File: config.mk
export PLATFORM = sky130hd
export DESIGN_NAME = subservient_sram_arbiter
export DESIGN_NICKNAME = d
export VERILOG_FILES = /design/src/rtl/subservient_sram_arbiter.sv
export SDC_FILE = /design/constraint.sdc
export NUM_CORES = 1
export LEC_CHECK = 0
export ABC_AREA = 1
export CAP_MARGIN = 20
export CORE_MARGIN = 1
export CORE_UTILIZATION = 48
export CTS_CLUSTER_SIZE = 20
export DETAILED_ROUTE_END_ITERATION = 10
export DONT_BUFFER_PORTS = 1
export GPL_TIMING_DRIVEN = 0
export SKIP_LAST_GASP = 1
export SLEW_MARGIN = 20
export SYNTH_ARGS = -nofsm -noshare
export SYNTH_HDL_FRONTEND = slang
export SYNTH_SLANG_ARGS = --single-unit
File: constraint.sdc
create_clock -name i_clk -period 2.31 [get_ports i_clk]
set_input_delay 0.462 -clock i_clk [delete_from_list [all_inputs] [get_ports i_clk]]
set_output_delay 0.462 -clock i_clk [all_outputs]
set_load 0.02 [all_outputs]
File: src/rtl/subservient_sram_arbiter.sv
// Two 32-bit Wishbone-classic masters share one byte-wide synchronous SRAM.
// Each word access becomes four byte accesses with a fixed 5-cycle ack latency.
module subservient_sram_arbiter #(
  parameter int depth = 256,
  parameter int aw    = $clog2(depth)
) (
  input  logic          i_clk,
  input  logic          i_rst_n,
  input  logic [aw-1:0] i_wb_cpu_adr,
  input  logic [31:0]   i_wb_cpu_dat,
  input  logic [3:0]    i_wb_cpu_sel,
  input  logic          i_wb_cpu_we,
  input  logic          i_wb_cpu_cyc,
  output logic [31:0]   o_wb_cpu_rdt,
  output logic          o_wb_cpu_ack,
  input  logic [aw-1:0] i_wb_dbg_adr,
  input  logic [31:0]   i_wb_dbg_dat,
  input  logic [3:0]    i_wb_dbg_sel,
  input  logic          i_wb_dbg_we,
  input  logic          i_wb_dbg_cyc,
  output logic [31:0]   o_wb_dbg_rdt,
  output logic          o_wb_dbg_ack,
  output logic [aw-1:0] o_sram_waddr,
  output logic [7:0]    o_sram_wdata,
  output logic          o_sram_wen,
  output logic [aw-1:0] o_sram_raddr,
  output logic          o_sram_ren,
  input  logic [7:0]    i_sram_rdata
);

  typedef enum logic [1:0] {IDLE, XFER, DONE, ACK} state_e;

  state_e        state_q, state_d;
  logic [1:0]    cnt_q, cnt_d;
  logic [aw-3:0] adr_q;
  logic [31:0]   dat_q;
  logic [3:0]    sel_q;
  logic          we_q;
  logic          last_dbg_q;  // last granted port; also owns the transfer in flight
  logic          rd_vld_q;
  logic [1:0]    rd_idx_q;
  logic [31:0]   rdt_q;
  logic          grant, grant_dbg;
  logic          unused_adr;

  assign unused_adr = ^{i_wb_cpu_adr[1:0], i_wb_dbg_adr[1:0]};

  assign grant     = i_wb_cpu_cyc | i_wb_dbg_cyc;
  assign grant_dbg = i_wb_dbg_cyc & (~i_wb_cpu_cyc | ~last_dbg_q);

  always_comb begin
    state_d = state_q;
    cnt_d   = cnt_q;
    case (state_q)
      IDLE: if (grant) begin
        state_d = XFER;
        cnt_d   = 2'd0;
      end
      XFER: begin
        cnt_d = cnt_q + 2'd1;
        if (cnt_q == 2'd3) state_d = DONE;
      end
      DONE:    state_d = ACK;
      ACK:     state_d = IDLE;
      default: state_d = IDLE;
    endcase
  end

  always_ff @(posedge i_clk or negedge i_rst_n) begin
    if (!i_rst_n) begin
      state_q    <= IDLE;
      cnt_q      <= 2'd0;
      adr_q      <= '0;
      dat_q      <= '0;
      sel_q      <= '0;
      we_q       <= 1'b0;
      last_dbg_q <= 1'b1;
      rd_vld_q   <= 1'b0;
      rd_idx_q   <= 2'd0;
      rdt_q      <= '0;
    end else begin
      state_q <= state_d;
      cnt_q   <= cnt_d;
      if (state_q == IDLE && grant) begin
        last_dbg_q <= grant_dbg;
        adr_q      <= grant_dbg ? i_wb_dbg_adr[aw-1:2] : i_wb_cpu_adr[aw-1:2];
        dat_q      <= grant_dbg ? i_wb_dbg_dat : i_wb_cpu_dat;
        sel_q      <= grant_dbg ? i_wb_dbg_sel : i_wb_cpu_sel;
        we_q       <= grant_dbg ? i_wb_dbg_we  : i_wb_cpu_we;
      end
      // SRAM data appears one cycle after the read is sampled, so delay the tag
      rd_vld_q <= (state_q == XFER) & ~we_q;
      rd_idx_q <= cnt_q;
      if (rd_vld_q) rdt_q[8*rd_idx_q +: 8] <= i_sram_rdata;
    end
  end

  assign o_sram_waddr = {adr_q, cnt_q};
  assign o_sram_raddr = {adr_q, cnt_q};
  assign o_sram_wdata = dat_q[8*cnt_q +: 8];
  assign o_sram_wen   = (state_q == XFER) & we_q & sel_q[cnt_q];
  assign o_sram_ren   = (state_q == XFER) & ~we_q;

  assign o_wb_cpu_ack = (state_q == ACK) & ~last_dbg_q;
  assign o_wb_dbg_ack = (state_q == ACK) &  last_dbg_q;
  assign o_wb_cpu_rdt = rdt_q;
  assign o_wb_dbg_rdt = rdt_q;

endmodule

==> flow_summary_export.csv, run 1 <==
group,metric,value,unit
outcome,status,"finished with violations",
outcome,violations,"negative hold slack",
logic_synthesis,yosys_most_used_dff,"dfrtp_1",
pwr,seqPwrFrac,0.401,
layout,register_area,0.00208,mm2
worst_setup_path,cp_slowest_cell,"dfrtp_1",
logic_synthesis,synth_seq_area_share,0.420,
pwr,switching_share,0.488,
worst_setup_path,worstPathCellList,"clkinv_2 > nand3_1 > nand2_1 > nor2_1",
worst_setup_path,crit_arrival,1770,ps
routing,drt-pass1-iter-count,4,
global_routing,grt_pass1_vias,3819,
layout,fillerInstances,1003,
routing,drc,0,
floorplan,pin_count,194,
layout,area_delta_synth_final,7.95,%
min_path,hold_path.class,"in2async",
sta,min_period,2230,ps
pwr,leakage,3.15,nW
pwr,peakVddDrop,504,uV
logic_synthesis,async_flop_share,1.00,
layout,fin_util,0.541,
worst_setup_path,crit_fanout,9,
logic_synthesis,synth.distinct_cells,23,
worst_setup_path,cpPeakStageDelay,630,ps
routing,wl,11500,um
global_routing,grt_overflow,0,
clocking,clk_pin_slew,90,ps
pwr,p_switching,3.77,mW
pwr,internal_power,3.96,mW
pwr,p_total,7.73,mW
clocking,cts-root-buf,"clkbuf_8",
logic_synthesis,ys_warn_count,0,
layout,final_cell_mix,"nand2_1 (266), inv_1 (112), nand3_1 (101)",
sta,setup_viol,0,
clocking,cts_tree,"yes",
sta,fin_hold_ws,-201,ps
layout,final_common_cell,"nand2_1",
sta,hold_viol,83,
clocking,htree_levels,3,
worst_setup_path,r2r_slack,280,ps
floorplan,fp.dieW,103,um
sta,skew,6.88,ps
routing,first_iter_violations,83,
worst_setup_path,required,1850,ps
logic_synthesis,syn-instance-count,696,
logic_synthesis,synth_area_per_cell,7.10,um2
sta,max_slew_margin,0.662,
placed_design,portBuffers,0,
worst_setup_path,path_buf_inv,1,
floorplan,dieHeight,103,um
global_routing,grt_pass1_wl,17900,um
flow_run,drv_cap,0,
worst_setup_path,rr_worst_depth,6,
global_routing,antenna_found_initial,0,
pwr,p_clk_frac,0.143,
routing,postRouteAntennaNets,0,
layout,fin_nets,820,
sta,rsz0062_at_grt,"no",
logic_synthesis,ys_seq_elements,83,
logic_synthesis,synth_edf_count,0,
layout,antennaDiodeCount,0,
clocking,clkLatencyLatePin,350,ps
pwr,p_per_area,1450,mW/mm2
sta,fmax,448,MHz
floorplan,initial_core_util,0.501,
worst_setup_path,worstSetupStartpointType,"register",
worst_setup_path,timing.rr.start,"rd_idx_q[0]",
layout,multi_input_area,0.00200,mm2
sta,min_period_over_period,0.966,
placed_design,dp_hpwl,8770,um
placed_design,placed_area,0.00511,mm2
worst_setup_path,end_kind,"output pin",
worst_setup_path,cp_top_family,"flip-flops",
global_routing,grt_max_degree,84,
floorplan,die-area,0.0107,mm2
worst_setup_path,crit_type,"reg2out",
layout,design_area,0.00534,mm2
pwr,combPwrFrac,0.456,
layout,drive_above_1_share,0.132,
clocking,cts_buffers,9,
routing,dr_total_vias,4163,
global_routing,grtUsageTotal,0.221,
sta,worst-slew-pin-transition,506,ps
clocking,cts_setup_buffers,0,
worst_setup_path,reg2reg_to,"o_wb_cpu_rdt[14]",
placed_design,gp_congestion,0.847,
floorplan,fp-row-count,36,
clocking,clk_path_buf_depth,2,
routing,wire_per_inst,13.6,um
floorplan,core,0.00986,mm2
logic_synthesis,netlist_area,0.00494,mm2
logic_synthesis,synth.net_count,809,
sta,slew_violations,0,
clocking,cts.sinks,83,
routing,vias_per_cell,4.93,
-- synth_stat cells, types with 4 or more instances --
master / count / area (um2)
o211ai_1: 16 / 120
buf_4: 44 / 330
clkinv_1: 4 / 15.0
buf_2: 12 / 60.1
inv_1: 112 / 420
buf_1: 4 / 15.0
dfrtp_1: 82 / 2050
nor2_1: 20 / 75.1
ha_1: 11 / 138
nand3_1: 101 / 505
nand2_1: 268 / 1010
clkbuf_1: 5 / 18.8
-- area by class of cell --
type / count / share of cell area
multi-input cells: 431 / 0.375
clock buffers: 13 / 0.0316
inverters: 116 / 0.0820
well taps: 133 / 0.0312
flip-flops and latches: 83 / 0.390
plain buffers: 66 / 0.0823
clock inverters: 3 / 0.00844
-- worst max path at each step --
| stage | cells after the start | start | to |
|---|---|---|---|
| floorplan | 5 | cnt_q[0] | o_sram_wdata[0] |
| finish | 4 | cnt_q[1] | o_sram_wen |
| global route | 5 | cnt_q[0] | o_sram_wdata[0] |
| global placement | 4 | cnt_q[0] | o_sram_wdata[7] |
| CTS | 3 | cnt_q[1] | o_sram_wdata[7] |
| detailed placement | 4 | cnt_q[0] | o_sram_wdata[7] |
-- kinds of logic (layout without fill, tap and decap cells) --
logic type      Yosys count  in the layout  share of synthesized area
fa+ha+maj                11             11                     0.0278
flops                    83             83                      0.420
buf+inv                 182            198                      0.176
simple gates            401            401                      0.346
compound gates           19             19                     0.0296
-- timing repair --
item	CTS	global route
setup endpoints to repair	9	8
endpoints found under the hold margin	83	83
resized for setup	4	6
gates cloned	0	0
-- power groups by stage --
stage | clock, mW | combinational [mW] | sequential [mW]
after CTS | 1.13 | 3.55 | 3.12
final | 1.11 | 3.52 | 3.10
after floorplan | 0 | 2.97 | 2.97
after global routing | 1.19 | 3.96 | 3.22
after detailed placement | 0 | 3.53 | 3.14
after global placement | 0 | 3.48 | 3.12
-- layer usage --
layer | up-vias | wire (um) | part of all wire | track usage
li1 | 2090 | - | - | -
met1 | 1932 | 4820 | 0.42 | 0.260
met2 | 127 | 5750 | 0.50 | 0.393
met3 | 14 | 700 | 0.061 | 0.0504
met4 | 0 | 214 | 0.019 | 0.0823
met5 | - | 0 | 0 | 0
-- flip-flops by register name, indices dropped and copies added, names as in the netlist --
name          cells
state_q           2
dat_q            32
rd_idx_q          2
rd_vld_q          1
cnt_q             2
we_q              1
last_dbg_q        1
o_wb_cpu_rdt     32
sel_q             4
adr_q             6
-- metrics by stage --
step / hold slack (ps) / setup slack, ps / instances / TNS [ps]
finish: -201 / 78.2 / 845 / 0
global route: -226 / 6.88 / 845 / 0
CTS: -217 / -21.4 / 845 / -21.4
floorplan: 166 / 528 / 696 / 0
detailed placement: 168 / 33.8 / 829 / 0
global placement: 168 / 78.7 / 829 / 0
-- worst reg2reg max path: stages (launching register included) --
cell and delay (ps):
dfrtp_1 480, clkinv_1 330, ha_1 530, inv_1 150, nor3_4 320, nand2_1 100
nand2_1 70
No activity file was read; power rests on OpenSTA's default activity.
==> inputs of run 2 (changes only) <==
--- a/config.mk
+++ b/config.mk
@@ -13,6 +13,8 @@
 export DETAILED_ROUTE_END_ITERATION = 10
 export DONT_BUFFER_PORTS = 1
 export GPL_TIMING_DRIVEN = 0
+export PLACE_DENSITY = 0.61
+export SETUP_SLACK_MARGIN = 0.3
 export SKIP_LAST_GASP = 1
 export SLEW_MARGIN = 20
 export SYNTH_ARGS = -nofsm -noshare
==> run 2 against run 1 <==
  * The run still ends with negative hold slack left
  * Clock skew grew 1.8 ps
  * Sequential share of layout area shrank 0.83 points
  * Critical path depth is the same
  * Design area grew 2.3%
  * Die area is the same
  * Non-clock buffer count grew 7
  * Register-to-register slack gained 190 ps
  * Total power grew 2.8%
  * Critical path type unchanged
  * Largest power group unchanged
==> flow_summary_export.csv, run 2 (synthesis results as in run 1) <==
group,metric,value,unit
clocking,clkLatencyLatePin,350,ps
placed_design,post-place-ws,40.0,ps
sta,setup_tns,0,ps
placed_design,portBuffers,0,
layout,stdcell_count,852,
clocking,cts_buffers,9,
layout,antennaDiodeCount,0,
clocking,clk_path_buf_depth,2,
outcome,status,"finished with violations",
routing,vias_per_cell,4.92,
global_routing,grtUsageTotal,0.230,
sta,min_period,2150,ps
layout,area_delta_synth_final,10.4,%
worst_setup_path,reg2reg_to,"o_wb_cpu_rdt[12]",
layout,final_common_cell,"nand2_1",
worst_setup_path,cpPeakStageDelay,560,ps
placed_design,dp_cells,829,
floorplan,die-area,0.0107,mm2
floorplan,core,0.00986,mm2
sta,rsz0062_at_grt,"yes",
worst_setup_path,crit_arrival,1690,ps
sta,min_period_over_period,0.930,
floorplan,pin_count,194,
sta,worst-slew-pin-transition,447,ps
sta,fin_hold_ws,-216,ps
flow_run,drv_cap,0,
sta,slew_violations,0,
worst_setup_path,worstSetupStartpointType,"register",
worst_setup_path,end_kind,"output pin",
routing,first_iter_violations,141,
sta,skew,8.68,ps
worst_setup_path,crit_type,"reg2out",
routing,drc,0,
clocking,cts-root-buf,"clkbuf_8",
floorplan,initial_core_util,0.501,
clocking,cts_tree,"yes",
sta,fmax,465,MHz
floorplan,fp.dieW,103,um
layout,fin_nets,827,
sta,setup_viol,0,
worst_setup_path,crit_fanout,9,
global_routing,antenna_found_initial,0,
worst_setup_path,timing.rr.start,"rd_idx_q[0]",
global_routing,grt_pass1_vias,3962,
floorplan,fp-row-count,36,
routing,postRouteAntennaNets,0,
clocking,htree_levels,3,
layout,drive_above_1_share,0.161,
worst_setup_path,required,1850,ps
clocking,clk_pin_slew,90,ps
routing,dr_total_vias,4196,
global_routing,grt_pass1_wl,18600,um
global_routing,grt_max_degree,84,
outcome,violations,"negative hold slack",
sta,timing.final.ws_setup,161,ps
sta,hold_viol,83,
routing,drt-pass1-iter-count,4,
min_path,hold_path.class,"in2async",
routing,wl,11600,um
worst_setup_path,cp_slowest_cell,"dfrtp_2",
sta,max_slew_margin,0.701,
worst_setup_path,worstPathCellList,"clkinv_4 > buf_8 > o211ai_1 > nand2_2",
floorplan,dieHeight,103,um
routing,wire_per_inst,13.6,um
worst_setup_path,r2r_slack,470,ps
clocking,cts.sinks,83,
pwr,leakage,3.18,nW
worst_setup_path,rr_worst_depth,6,
layout,final_cell_mix,"nand2_1 (259), inv_1 (112), nand3_1 (100)",
global_routing,grt_overflow,0,
pwr,peakVddDrop,501,uV
placed_design,gp_congestion,0.850,
placed_design,dp_hpwl,8770,um
pwr,p_per_area,1460,mW/mm2
==> run 2: changes by cell type in the layout (fill, tap and decap cells not counted), sizes merged <==
cell and change:
buf +8, clkbuf -3, clkinvlp +2
==> run 2: layout make-up <==
type                       instances  area, um2
fill                             976       4410
sequential                        83       2080
multi-input combinational        431       2040
buffer                            66        460
inverter                         116        445
tap                              133        166
clock buffer                      11        151
clock inverter                     5       61.3
timing repair buffer               7       52.6
==> run 2: timing repair <==
item	4_1_cts	5_1_grt
gates resized for setup	25	6
endpoints found under the hold margin	83	83
cloned	0	0
setup buffers	3	4
pin swaps	7	10
endpoints found under the setup margin	10	27
==> run 2: worst max path at each step <==
stage / from / endpoint / slack (ps) / depth (start not counted)
after floorplan: cnt_q[0] / o_sram_wdata[0] / 530 / 5
after global placement: cnt_q[0] / o_sram_wdata[7] / 100 / 5
after detailed placement: cnt_q[0] / o_sram_wdata[7] / 40 / 4
after CTS: cnt_q[0] / o_sram_wdata[7] / 160 / 4
after global routing: cnt_q[0] / o_sram_wdata[3] / 100 / 4
final: cnt_q[0] / o_sram_wdata[3] / 160 / 4
==> run 2: worst max-delay path, delay by kind of cell, from the launching register on <==
family | cells | cell delay [ps]
flops | 1 | 560
buf+inv | 2 | 300
compound gates | 1 | 290
simple gates | 1 | 180
==> run 2: power breakdown <==
| group | total (mW) | internal, mW | switching [mW] |
|---|---|---|---|
| Clock | 1.10 | 0.560 | 0.539 |
| Sequential | 3.11 | 2.15 | 0.961 |
| Combinational | 3.74 | 1.36 | 2.39 |
==> run 2: per-layer routing <==
layer,part of all wire,track usage,vias up
li1,-,-,2099
met1,0.41,0.271,1930
met2,0.50,0.400,145
met3,0.060,0.0491,22
met4,0.026,0.107,0
met5,0,0,-
==> run 2: per-stage QoR <==
step,instance area (um2),util,total power [mW]
after floorplan,4940,-,5.94
after global placement,5110,0.518,6.59
after detailed placement,5110,0.518,6.67
after CTS,5410,0.548,7.93
after global routing,5460,0.553,8.62
final,5460,0.553,7.95
